<file path="src/rtl/riscv_pkg.sv">
// RV32I decode definitions shared by the ID stage: opcodes, operation classes,
// immediate formats and the opcode classifier.
package riscv_pkg;

  localparam logic [6:0] OPC_LOAD   = 7'h03;
  localparam logic [6:0] OPC_OP_IMM = 7'h13;
  localparam logic [6:0] OPC_AUIPC  = 7'h17;
  localparam logic [6:0] OPC_STORE  = 7'h23;
  localparam logic [6:0] OPC_OP     = 7'h33;
  localparam logic [6:0] OPC_LUI    = 7'h37;
  localparam logic [6:0] OPC_BRANCH = 7'h63;
  localparam logic [6:0] OPC_JALR   = 7'h67;
  localparam logic [6:0] OPC_JAL    = 7'h6F;
  localparam logic [6:0] OPC_SYSTEM = 7'h73;

  typedef enum logic [3:0] {
    OP_NOP, OP_ALU, OP_ALU_IMM, OP_LOAD, OP_STORE, OP_BRANCH,
    OP_JAL, OP_JALR, OP_LUI, OP_AUIPC, OP_SYSTEM, OP_ILLEGAL
  } op_class_e;

  typedef enum logic [2:0] {
    IMM_I, IMM_S, IMM_B, IMM_U, IMM_J, IMM_NONE
  } imm_type_e;

  typedef struct packed {
    op_class_e op_class;
    imm_type_e imm_type;
    logic      writes_rd;
    logic      reads_rs1;
    logic      reads_rs2;
  } dec_t;

  // Anything without instr[1:0]==2'b11 falls through to OP_ILLEGAL.
  function automatic dec_t decode(input logic [6:0] opcode);
    dec_t d;
    d.op_class = OP_ILLEGAL;
    d.imm_type = IMM_NONE;
    if (opcode[1:0] == 2'b11) begin
      case (opcode)
        OPC_LOAD:   begin d.op_class = OP_LOAD;    d.imm_type = IMM_I; end
        OPC_OP_IMM: begin d.op_class = OP_ALU_IMM; d.imm_type = IMM_I; end
        OPC_AUIPC:  begin d.op_class = OP_AUIPC;   d.imm_type = IMM_U; end
        OPC_STORE:  begin d.op_class = OP_STORE;   d.imm_type = IMM_S; end
        OPC_OP:     begin d.op_class = OP_ALU;     d.imm_type = IMM_NONE; end
        OPC_LUI:    begin d.op_class = OP_LUI;     d.imm_type = IMM_U; end
        OPC_BRANCH: begin d.op_class = OP_BRANCH;  d.imm_type = IMM_B; end
        OPC_JALR:   begin d.op_class = OP_JALR;    d.imm_type = IMM_I; end
        OPC_JAL:    begin d.op_class = OP_JAL;     d.imm_type = IMM_J; end
        OPC_SYSTEM: begin d.op_class = OP_SYSTEM;  d.imm_type = IMM_I; end
        default:    begin d.op_class = OP_ILLEGAL; d.imm_type = IMM_NONE; end
      endcase
    end
    d.writes_rd = d.op_class inside {OP_ALU, OP_ALU_IMM, OP_LOAD, OP_LUI,
                                     OP_AUIPC, OP_JAL, OP_JALR};
    d.reads_rs1 = !(d.op_class inside {OP_LUI, OP_AUIPC, OP_JAL});
    d.reads_rs2 = d.op_class inside {OP_ALU, OP_STORE, OP_BRANCH};
    return d;
  endfunction

endpackage

</file>
<file path="src/rtl/imm_gen.sv">
// Combinational RV32I immediate generator: reassembles and sign-extends the
// immediate field for the selected format.
module imm_gen
  import riscv_pkg::*;
#(
  parameter int N = 32
) (
  input  logic [31:7]  instr,
  input  imm_type_e    imm_type,
  output logic [N-1:0] imm
);

  always_comb begin
    imm = '0;
    case (imm_type)
      IMM_I:   imm = N'($signed(instr[31:20]));
      IMM_S:   imm = N'($signed({instr[31:25], instr[11:7]}));
      IMM_B:   imm = N'($signed({instr[31], instr[7], instr[30:25], instr[11:8], 1'b0}));
      IMM_U:   imm = N'($signed({instr[31:12], 12'h000}));
      IMM_J:   imm = N'($signed({instr[31], instr[19:12], instr[20], instr[30:21], 1'b0}));
      default: imm = '0;
    endcase
  end

endmodule

</file>
<file path="src/rtl/id_stage.sv">
// RV32I decode stage: register-file read, writeback bypass, one-bubble
// load-use interlock and the ID/EX pipeline register with valid/ready.
module id_stage
  import riscv_pkg::*;
#(
  parameter int N = 32
) (
  input  logic         clk,
  input  logic         reset,
  input  logic         if_valid,
  output logic         if_ready,
  input  logic [31:0]  if_instr,
  input  logic [N-1:0] if_pc,
  output logic [4:0]   rf_read_add1,
  output logic [4:0]   rf_read_add2,
  input  logic [N-1:0] rf_read_data_1,
  input  logic [N-1:0] rf_read_data_2,
  input  logic         wb_write_en,
  input  logic [4:0]   wb_write_add,
  input  logic [N-1:0] wb_write_data,
  input  logic         flush,
  output logic         ex_valid,
  input  logic         ex_ready,
  output logic [N-1:0] ex_pc,
  output logic [N-1:0] ex_rs1_data,
  output logic [N-1:0] ex_rs2_data,
  output logic [N-1:0] ex_imm,
  output logic [4:0]   ex_rd,
  output logic [2:0]   ex_funct3,
  output logic         ex_funct7_b5,
  output op_class_e    ex_op_class,
  output logic         ex_is_load
);

  dec_t         dec;
  logic [4:0]   rs1, rs2, rd;
  logic [N-1:0] imm, op1, op2;
  logic         ld_pend;
  logic [4:0]   ld_rd;
  logic         hazard, fire, is_load;

  // Write-first bypass: a same-cycle writeback beats the register file.
  function automatic logic [N-1:0] sel_operand(input logic [4:0] a,
                                               input logic [N-1:0] rf);
    if (a == 5'd0)
      return '0;
    else if (wb_write_en && wb_write_add == a)
      return wb_write_data;
    else
      return rf;
  endfunction

  assign dec          = decode(if_instr[6:0]);
  assign rs1          = if_instr[19:15];
  assign rs2          = if_instr[24:20];
  assign rd           = dec.writes_rd ? if_instr[11:7] : 5'd0;
  assign is_load      = dec.op_class == OP_LOAD;
  assign rf_read_add1 = rs1;
  assign rf_read_add2 = rs2;
  assign op1          = sel_operand(rs1, rf_read_data_1);
  assign op2          = sel_operand(rs2, rf_read_data_2);

  imm_gen #(.N(N)) u_imm_gen (
    .instr    (if_instr[31:7]),
    .imm_type (dec.imm_type),
    .imm      (imm)
  );

  // Only the source fields the class actually reads can create a stall.
  assign hazard = if_valid && ld_pend && (ld_rd != 5'd0) &&
                  ((dec.reads_rs1 && rs1 == ld_rd) ||
                   (dec.reads_rs2 && rs2 == ld_rd));

  assign if_ready = (!ex_valid || ex_ready) && !hazard && !flush;
  assign fire     = if_valid && if_ready;

  always_ff @(posedge clk or posedge reset) begin
    if (reset) begin
      ex_valid <= 1'b0;
      ld_pend  <= 1'b0;
      ld_rd    <= 5'd0;
    end else if (flush) begin
      ex_valid <= 1'b0;
      ld_pend  <= 1'b0;
    end else begin
      if (fire)
        ex_valid <= 1'b1;
      else if (ex_ready)
        ex_valid <= 1'b0;
      // The load result becomes bypassable once execute has moved it on.
      if (fire && is_load && rd != 5'd0) begin
        ld_pend <= 1'b1;
        ld_rd   <= rd;
      end else if (ex_ready) begin
        ld_pend <= 1'b0;
      end
    end
  end

  always_ff @(posedge clk or posedge reset) begin
    if (reset) begin
      ex_pc        <= '0;
      ex_rs1_data  <= '0;
      ex_rs2_data  <= '0;
      ex_imm       <= '0;
      ex_rd        <= 5'd0;
      ex_funct3    <= 3'd0;
      ex_funct7_b5 <= 1'b0;
      ex_op_class  <= OP_NOP;
      ex_is_load   <= 1'b0;
    end else if (fire) begin
      ex_pc        <= if_pc;
      ex_rs1_data  <= op1;
      ex_rs2_data  <= op2;
      ex_imm       <= imm;
      ex_rd        <= rd;
      ex_funct3    <= if_instr[14:12];
      ex_funct7_b5 <= if_instr[30];
      ex_op_class  <= dec.op_class;
      ex_is_load   <= is_load;
    end
  end

endmodule

</file>
<file path="config.mk">
export PLATFORM = sky130hd
export DESIGN_NAME = id_stage
export DESIGN_NICKNAME = d
export VERILOG_FILES = /design/src/rtl/riscv_pkg.sv /design/src/rtl/imm_gen.sv /design/src/rtl/id_stage.sv
export SDC_FILE = /design/constraint.sdc
export NUM_CORES = 1
export LEC_CHECK = 0
export CORE_MARGIN = 2
export CORE_UTILIZATION = 35
export DETAILED_ROUTE_END_ITERATION = 10
export GPL_TIMING_DRIVEN = 0
export HOLD_SLACK_MARGIN = 0.05
export MAX_ROUTING_LAYER = met4
export PLACE_DENSITY_LB_ADDON = 0.08
export REMOVE_ABC_BUFFERS = 1
export SYNTH_ARGS = -nofsm -noshare
export SYNTH_HDL_FRONTEND = slang
export SYNTH_SLANG_ARGS = --single-unit
export TNS_END_PERCENT = 50
</file>
<file path="constraint.sdc">
create_clock -name clk -period 5.32 [get_ports clk]
set_input_delay 1.064 -clock clk [delete_from_list [all_inputs] [get_ports clk]]
set_output_delay 1.064 -clock clk [all_outputs]
set_load 0.01 [all_outputs]
</file>
## After elaboration in Yosys (flattened, before gate mapping)

Index checks and enable logic that the tools add are counted.

| storage, ports and cells | value |
|---|---|
| logic and storage cells | 83 |
| bits of input ports | 171 |
| register bits | 149 |

| cells by class | value |
|---|---|
| eq/ne operators | 28 |
| bitwise gates (word level) | 1 |
| reductions and logical operators | 29 |
| mux-type cells | 13 |

Operators with widths:

| operator | number |
|---|---|
| case mux 32 bit (5 select lines) | 1 |
| 2-to-1 mux 32 bit | 4 |
| case mux 7 bit (10 select lines) | 1 |
| == test 7 bit (second input constant) | 4 |
| == test 7 x 6 -> 1 bit (second input constant) | 3 |
| == test 5 bit | 4 |
| == test 4 x 3 -> 1 bit (second input constant) | 4 |
| == test 7 x 5 -> 1 bit (second input constant) | 2 |
| logical AND 1 bit | 12 |
| nonzero test 3 bit | 4 |
| logical NOT 5 bit | 2 |
| nonzero test 5 bit | 2 |
| == test 4 x 2 -> 1 bit (second input constant) | 2 |
| == test 4 bit (second input constant) | 2 |
| == test 7 x 2 -> 1 bit (second input constant) | 1 |
| 2-to-1 mux 7 bit | 1 |
| nonzero test 7 bit | 1 |
| == test 3 x 2 -> 1 bit (second input constant) | 2 |
| 2-to-1 mux 1 bit | 5 |
| 2-to-1 mux 5 bit | 1 |
| == test 4 x 1 -> 1 bit (second input constant) | 1 |
| logical NOT 1 bit | 4 |
| == test 3 x 1 -> 1 bit (second input constant) | 1 |
| == test 3 bit (second input constant) | 1 |
| 5 further kinds | 6 |

## Logic depth before layout (Yosys ltp)

| depth | value |
|---|---|
| depth in word-level cells | 17 |
| gate-level depth with buffers | 8 |
| depth with buffers taken out | 5 |

## Cells and area by module

Synthesis repeated with hierarchy kept, for this count alone.

| second synthesis, totals | value |
|---|---|
| cells, all modules | 758 |
| area total of the unflattened synthesis | 7902.6 µm² |

Modules (own cells, without submodules):

| module | sequential area each (µm²) | instances | cells each | area each (µm²) |
|---|---|---|---|---|
| id_stage | 3728.6 | 1 | 664 | 7362.1 |
| imm_gen | 0.0 | 1 | 94 | 540.5 |

## Worst setup path after synthesis

OpenSTA, ideal clock, no wires.

| timing path | value |
|---|---|
| path kind | input-to-output |
| from | in if_instr[6] |
| to | out if_ready |
| cell stages on the path | 5 |
| data required time | 4.256 ns |
| path buffers | 1 |
| slack | 1.968 ns |
| arrival | 2.288 ns |
| path through | buf_2 or3b_4 a21oi_4 nor4_2 nor3b_1 |

| between the ends | value |
|---|---|
| cells in the longest elaborated chain, start to end | 12 |
| elaborated cells between the ends (all ways) | 28 |
| those cells by class | eq/ne (16); mux (2); reduce/logical (10) |

RTL lines:

| item | line | text |
|---|---|---|
| start: declaration | id_stage.sv:12 | `input logic [31:0] if_instr,` |
| == test 7 bit (tied with other cells) | riscv_pkg.sv:39 | `case (opcode)` |
| case mux 7 bit (10 select lines) (*) | riscv_pkg.sv:39 |  |
| 2-to-1 mux 7 bit (*) | riscv_pkg.sv:38 | `if (opcode[1:0] == 2'b11) begin` |
| == test 4 bit or == test 4 x 3 -> 1 bit (tied branches) | riscv_pkg.sv:55 | `d.reads_rs1 = !(d.op_class inside {OP_LUI, OP_AUIPC, OP_JAL});` |
| nonzero test 3 bit | riscv_pkg.sv:55 |  |
| logical NOT 1 bit | riscv_pkg.sv:55 |  |
| logical AND 1 bit | id_stage.sv:71 | `((dec.reads_rs1 && rs1 == ld_rd) \|\|` |
| logical OR 1 bit (*) | id_stage.sv:71 |  |
| logical AND 1 bit (*) | id_stage.sv:70 | `assign hazard = if_valid && ld_pend && (ld_rd != 5'd0) &&` |
| logical NOT 1 bit (*) | id_stage.sv:74 | `assign if_ready = (!ex_valid \|\| ex_ready) && !hazard && !flush;` |
| logical AND 1 bit (*) (2 in a row) | id_stage.sv:74 |  |
| end: declaration | id_stage.sv:11 | `output logic if_ready,` |

Every way passes the cells marked *; elsewhere a longest branch is shown, timed or not.

## Worst setup path after layout

Same ends and word-level chain as after synthesis.

==> flow_summary.toml <==
[run_status]
status = "finished clean"

[worst_setup_path]
critPathKind = "input port to primary output"
critPathCapture = "if_ready"
path_common_cell = "clkdlybuf4s50_1"
reg2reg_depth = 8
crit-reg2reg-launch = "ld_rd[1]"
crit_arrival_ns = 3.61
path_max_fanout = 18
start_kind = "input port"
crit_start = "if_instr[6]"
reg2reg_slack_ns = 2.04
slowest_delay_ns = 0.71
path_cells = "clkdlybuf4s50_1 -> or3b_4 -> a21oi_4 -> nor4_2 -> nor3b_1 -> clkdlybuf4s50_1"
required_ns = 4.26
critPathSlowestCell = "clkdlybuf4s50_1"
r2r_end = "ex_rs1_data[23]"
endpoint_kind = "primary output"

[drt]
drt.antenna.violating_nets = 0
route.detailed.drc = 0
wire_per_inst_microns = 19.9
route.vias.total = 6725
viasPerCell = 5.18
drt-initial-drc-count = 311
dr.pass1.iters = 4
routed_wl_microns = 25900

[die]
die_y_microns = 153
io_pins = 325
core.rowCount = 54
initial_core_util_pct = 35.5
die_w_microns = 153
die_area_sq_mm = 0.0233
core_sq_mm = 0.0218

[placed_design]
globalplace.congestion = 0.830
hpwl_microns = 18000
port_buffers = 324

[yosys]
synth_top_area_share_pct = 48.3
synth_compound_area_share_pct = 12.5
yosys.area_share.adder_pct = 0
ys_types = 42
synth.top_cells.by_count = "149 x dfrtp_1, 80 x a21oi_1, 73 x mux2_2"
synthMuxAreaShare_pct = 21.7
synth-seq-area-share_pct = 48.3
ys_async_sr_fraction_pct = 100
yosysMostFrequentCell = "dfrtp_1"
synth_flop_cell = "dfrtp_1"
avgSynthCellArea_sq_um = 10.8
synth_cells = 718
synth_xor_area_share_pct = 2.38
syn-cell-area_sq_mm = 0.00772
synth.area.top_cells = "dfrtp_1 48%, mux2_2 11%, mux2_1 7.1%, a21oi_1 5.2%, nand3_1 4.5%"
synth_edf_count = 0
yosysWarningCount = 0
ys_ff_latch = 149
yosysTopAreaCell = "dfrtp_1"
synth-simple-area-share_pct = 9.17
synth_top_family_by_area = "multiplexers"

[global_routing]
grt_first_pass_wirelength_microns = 40600
grt_util_all_layers_pct = 23.0
grt_pass1_vias = 6869
grt.overflow.total = 0
grt_max_degree = 79
antenna_found_initial = 3

[timing]
tightest_slew_ns = 1.23
rsz0062_at_grt = "false"
setup_violations = 0
final.period_utilization_pct = 87.8
fin_crit_ns = 4.67
slew_viol_final = 0
hold_violations = 0
clock_skew_ns = 0.0131
fmax_ghz = 0.214
setup_tns_ns = 0
max_slew_margin_pct = 18.0

[clock_network]
cts_resized = 0
cts_setup_buffers = 0
cts_tree = "yes"
cts_max_path_buffers = 2
clock_sinks = 149
cts-root-buf = "clkbuf_16"
hold_buffers = 0
cts_made_buffers = 17
clk_latency_ns = 0.43
htreeDepth = 4
cts.clk_slew.worst_paths_ns = 0.07

[hold_path]
hold_class = "flop to flop"

[final_layout]
fillers = 1931
area_delta_synth_final_pct = 53.5
drive_gt1_share_pct = 13.2
nets = 1174

[job]
drv_cap = 0

[power]
total_power_mw = 3.48
peakVddDrop_v = 0.000209
leakage_nw = 4.66
power_density_mw_per_mm2 = 294
registers in the layout, summed over array words and instances, names as in the netlist:
signal	flops
ex_funct3	3
ex_pc	32
ex_valid	1
ex_imm	32
ex_funct7_b5	1
ld_pend	1
ex_rd	5
ex_rs2_data	32
ex_op_class	4
ex_rs1_data	32
ld_rd	5
ex_is_load	1
per-layer routing:
layer / wire length (microns) / GRT usage [%] / vias to the layer above
li1: - / - / 3154
met1: 11500 / 29.7 / 3274
met2: 12100 / 35.8 / 259
met3: 1440 / 4.66 / 38
met4: 731 / 8.77 / 0
met5: 0 / - / -
final cells by class:
class / count / area [sq um] / area share, %
clock buffers: 17 / 425 / 3.59
clock inverters: 15 / 153 / 1.29
inverters: 23 / 93.8 / 0.792
diodes: 3 / 7.51 / 0.0633
well taps: 280 / 350 / 2.96
repair buffers: 336 / 3520 / 29.7
flip-flops and latches: 149 / 3730 / 31.5
multi-input cells: 476 / 3570 / 30.1
logic make-up (layout without fill, tap and decap cells):
kind of cell,count (synthesis),after routing
mux,150,150
simple gates,131,131
buf+inv,93,391
flops,149,149
xor+xnor,21,21
other cells,0,3
compound gates,174,174
worst min path at each step:
stage                          startpoint              end  slack (ns)  depth (start not counted)
after floorplan                   ld_pend          ld_pend        0.45                          2
after global placement     ex_rs2_data[9]   ex_rs2_data[9]        0.47                          1
after detailed placement       ex_imm[17]       ex_imm[17]        0.47                          1
after CTS                      ex_imm[17]       ex_imm[17]        0.49                          1
after global routing      ex_rs2_data[22]  ex_rs2_data[22]        0.50                          1
final                      ex_rs2_data[3]   ex_rs2_data[3]        0.48                          1
where the power goes:
part / internal (mW) / switching [mW]
registers: 1.29 / 0.0737
clock network: 0.630 / 0.559
logic: 0.549 / 0.384
total: 2.47 / 1.02
metrics by stage:
stage	utilization [%]	cell area [sq um]	setup slack [ns]	hold slack (ns)	std cells
floorplan	-	7350	-3.25	0.447	648
global placement	50.3	10900	-7.72	0.467	1252
detailed placement	51.7	11300	0.564	0.474	1264
CTS	54.4	11800	0.641	0.489	1296
global route	54.5	11900	0.514	0.498	1299
finish	54.5	11900	0.647	0.484	1299
critical path: cells and delay by family:
family / cells / cell delay, ns
buf+inv: 2 / 1.29
simple gates: 3 / 0.91
compound gates: 1 / 0.34
placed cells by master (no fill, tap or decap), types with 2 or more instances in the layout:
| cell | n |
|---|---|
| nand2_1 | 15 |
| nand3_1 | 69 |
| and2_1 | 6 |
| inv_1 | 22 |
| and2_2 | 2 |
| a22o_1 | 13 |
| nor4_1 | 2 |
| buf_16 | 8 |
| nor2_4 | 2 |
| diode_2 | 3 |
| xor2_1 | 3 |
| mux2i_1 | 23 |
| nand4_1 | 2 |
| dfrtp_1 | 149 |
| clkdlybuf4s50_1 | 324 |
| nor2_1 | 9 |
| and4_2 | 2 |
| a31oi_1 | 2 |
| a21oi_1 | 80 |
| clkbuf_16 | 17 |
| nor3b_1 | 3 |
| inv_8 | 7 |
| a21o_1 | 2 |
| inv_6 | 6 |
| o21ai_0 | 67 |
| buf_8 | 4 |
| xnor2_1 | 18 |
| nor3_1 | 3 |
| o211ai_1 | 2 |
| o21bai_1 | 2 |
| a2111oi_0 | 2 |
| mux2_4 | 5 |
| mux2_1 | 49 |
| nand4b_1 | 4 |
| mux2_2 | 73 |
| or4_1 | 4 |
(Power assumes the default switching activity.)
==> RTL edit (same flow settings) <==
`N` is set to 32 in 2 places; all go to 64.
--- a/src/rtl/imm_gen.sv
+++ b/src/rtl/imm_gen.sv
@@ -4,5 +4,5 @@
   import riscv_pkg::*;
 #(
-  parameter int N = 32
+  parameter int N = 64
 ) (
   input  logic [31:7]  instr,
--- a/src/rtl/id_stage.sv
+++ b/src/rtl/id_stage.sv
@@ -4,5 +4,5 @@
   import riscv_pkg::*;
 #(
-  parameter int N = 32
+  parameter int N = 64
 ) (
   input  logic         clk,
Interface: changed (8 resized); port bits go from 325 to 581. The function was not compared with the original's and may differ.
==> RTL edit against the original RTL <==
Total power rose by 69%. Worst setup slack lost 0.33 ns. Register-to-register slack lost 0.51 ns. Synthesized cell count rose by 49%. Area after synthesis up 65%. Global-route usage up 2.9 points. Utilization is 1.5 points higher. Count of clock-buffer cells in the layout increased by 33. Sequential cell count up 96. Final area increased by 69%. Routed wire length up 92%. Critical path type unchanged. Highest routed layer unchanged.
==> RTL edit: results (changes against the original RTL) <==
Parameter                              Value

Clock tree
  Latest clock arrival within the worst-skew pair    0.55 ns (+0.12 ns)
  Total clock buffers created by CTS    30 (+13)
  # H-tree levels    1 (-3)
  Max Root-Sink Buffers    3 (+1)

Routing
  Routed length on met3    3980 um (+180%)
  Routed vias    11,100 (+66%)
  Wire length on met1    19,400 um (+68%)
  Total met2 wirelength after detailed routing    25,100 um (+110%)
  1st-iter DRT viols    536 (+72%)
  Wirelength per Cell    24.1 um (+21%)
  Total Wirelength    49,700 um (+92%)

Timing
  Total negative slack    0 ns (unchanged)
  Worst clock skew on the final layout    0.0118 ns (-0.00137 ns)
  Slew @ Worst Pin    1.24 ns (+0.0183 ns)

Logic synthesis
  Most frequent cells after synthesis    sky130_fd_sc_hd__o31ai_1 (278), sky130_fd_sc_hd__dfrtp_1 (245), sky130_fd_sc_hd__mux2i_1 (129)
  Proportion of synthesized chip area in sequential cells    48.0% (-0.28 points)
  Largest cells by area after synthesis    sky130_fd_sc_hd__dfrtp_1 (48%), sky130_fd_sc_hd__o31ai_1 (16%), sky130_fd_sc_hd__mux2i_1 (10%), sky130_fd_sc_hd__mux2_4 (9.8%), sky130_fd_sc_hd__clkbuf_1 (2.6%)

Global routing
  Pin count of the biggest net entering global routing    112 (+42%)
  Antenna violations before repair    15 (+12)
  First-pass GRT wire length    73,600 um (+81%)
  Number of global-route vias before repair    11,500 (+68%)
  Total global routing track utilization    25.9% (+2.9 points)

Worst setup path
  Worst R2R Setup Slack    1.53 ns (-0.51 ns)
  End of the worst register-to-register path    ex_pc[13]$_DFFE_PP0N_
  Maximum fanout along the worst path    17 (-1)
  Critical path data arrival time    3.93 ns (+0.32 ns)

Power
  IR Drop Worst-Case VDD    0.240 mV (+15%)

Final layout
  Number of nets at the end of the flow    1,864 (+59%)
  Proportion of layout cells with a drive suffix above 1    11.9% (-1.3 points)

Hold path
  Startpoint of the most critical hold path    ex_rs1_data[38]$_DFFE_PP0N_
  Cell depth of the worst hold path    2 (+1)
  Worst Hold Endpoint    ex_rs1_data[38]$_DFFE_PP0N_

Placement
  Number of port buffers    580 (+79%)
  Total instance count after detailed placement    1,994 (+58%)
  Detailed Place HPWL    35,600 um (+97%)

Run status
  Status    finished, final reports clean
## RTL edit: cell type report
class / count / share of cell area, %
Timing Repair Buffer: 621 / 32.1
Sequential cell: 245 / 30.6
Multi-Input combinational cell: 665 / 29.1
Clock buffer: 50 / 4.68
Tap cell: 461 / 2.88
Clock inverter: 3 / 0.325
Antenna cell: 15 / 0.188
Inverter: 2 / 0.0750
## RTL edit: where the power goes
part           internal [mW]  leakage, nW  switching (mW)
logic                  0.928         4.48           0.628
registers               2.11         3.06           0.141
clock network           1.28        0.491           0.807
## RTL edit: how the worst max path moves through the flow
stage                start                     end  slack (ns)  depth (start not counted)
5_1_grt        if_instr[4]                if_ready        0.09                          7
3_5_place_dp   if_instr[6]   ex_pc[43]$_DFFE_PP0N_       -0.50                          9
6_report       if_instr[6]                if_ready        0.32                          7
4_1_cts        if_instr[6]                if_ready        0.32                          7
2_1_floorplan  if_instr[3]  ex_imm[14]$_DFFE_PP0N_      -13.55                          5
3_3_place_gp   if_instr[2]   ex_imm[5]$_DFFE_PP0N_      -26.20                          6
## RTL edit: worst register-to-register path, stage by stage (launching register included)
cell and delay (ns):
sky130_fd_sc_hd__dfrtp_1 0.44, sky130_fd_sc_hd__xor2_1 0.19, sky130_fd_sc_hd__nor3_1 0.33, sky130_fd_sc_hd__and4b_4 0.80, sky130_fd_sc_hd__buf_16 0.32, sky130_fd_sc_hd__or3_4 0.56, sky130_fd_sc_hd__buf_16 0.38, sky130_fd_sc_hd__buf_12 0.31
sky130_fd_sc_hd__mux2_4 0.35
## RTL edit: per-stage QoR
| stage | setup WS, ns | instance area (um^2) | util, % | total power, mW | hold slack [ns] |
|---|---|---|---|---|---|
| after floorplan | -13.55 | 11900 | - | 2.89 | 0.462 |
| after global placement | -26.20 | 18300 | 51.2 | 3.87 | 0.482 |
| after detailed placement | -0.502 | 19000 | 53.1 | 3.85 | 0.483 |
| after CTS | 0.321 | 20000 | 55.9 | 5.97 | 0.496 |
| after global routing | 0.0902 | 20000 | 56.0 | 6.15 | 0.514 |
| final | 0.321 | 20000 | 56.0 | 5.90 | 0.493 |
## RTL edit: kinds of logic after synthesis
family,synth area share [%]
xor+xnor,1.44
compound gates,19.5
simple gates,3.33
flops,48.0
mux,21.0
buf+inv,6.72
## RTL edit: metal layers
metal | up-vias | global-route usage, %
met4 | 0 | 8.76
met1 | 5570 | 30.3
met2 | 443 | 43.0
met3 | 58 | 6.99
li1 | 5061 | -
met5 | - | -
## RTL edit: timing repair
item                                    4_1_cts  5_1_grt
hold buffers                                  0        0
endpoints found under the setup margin        1        0
resized for setup                             1        0
hold endpoints to repair                      0        0
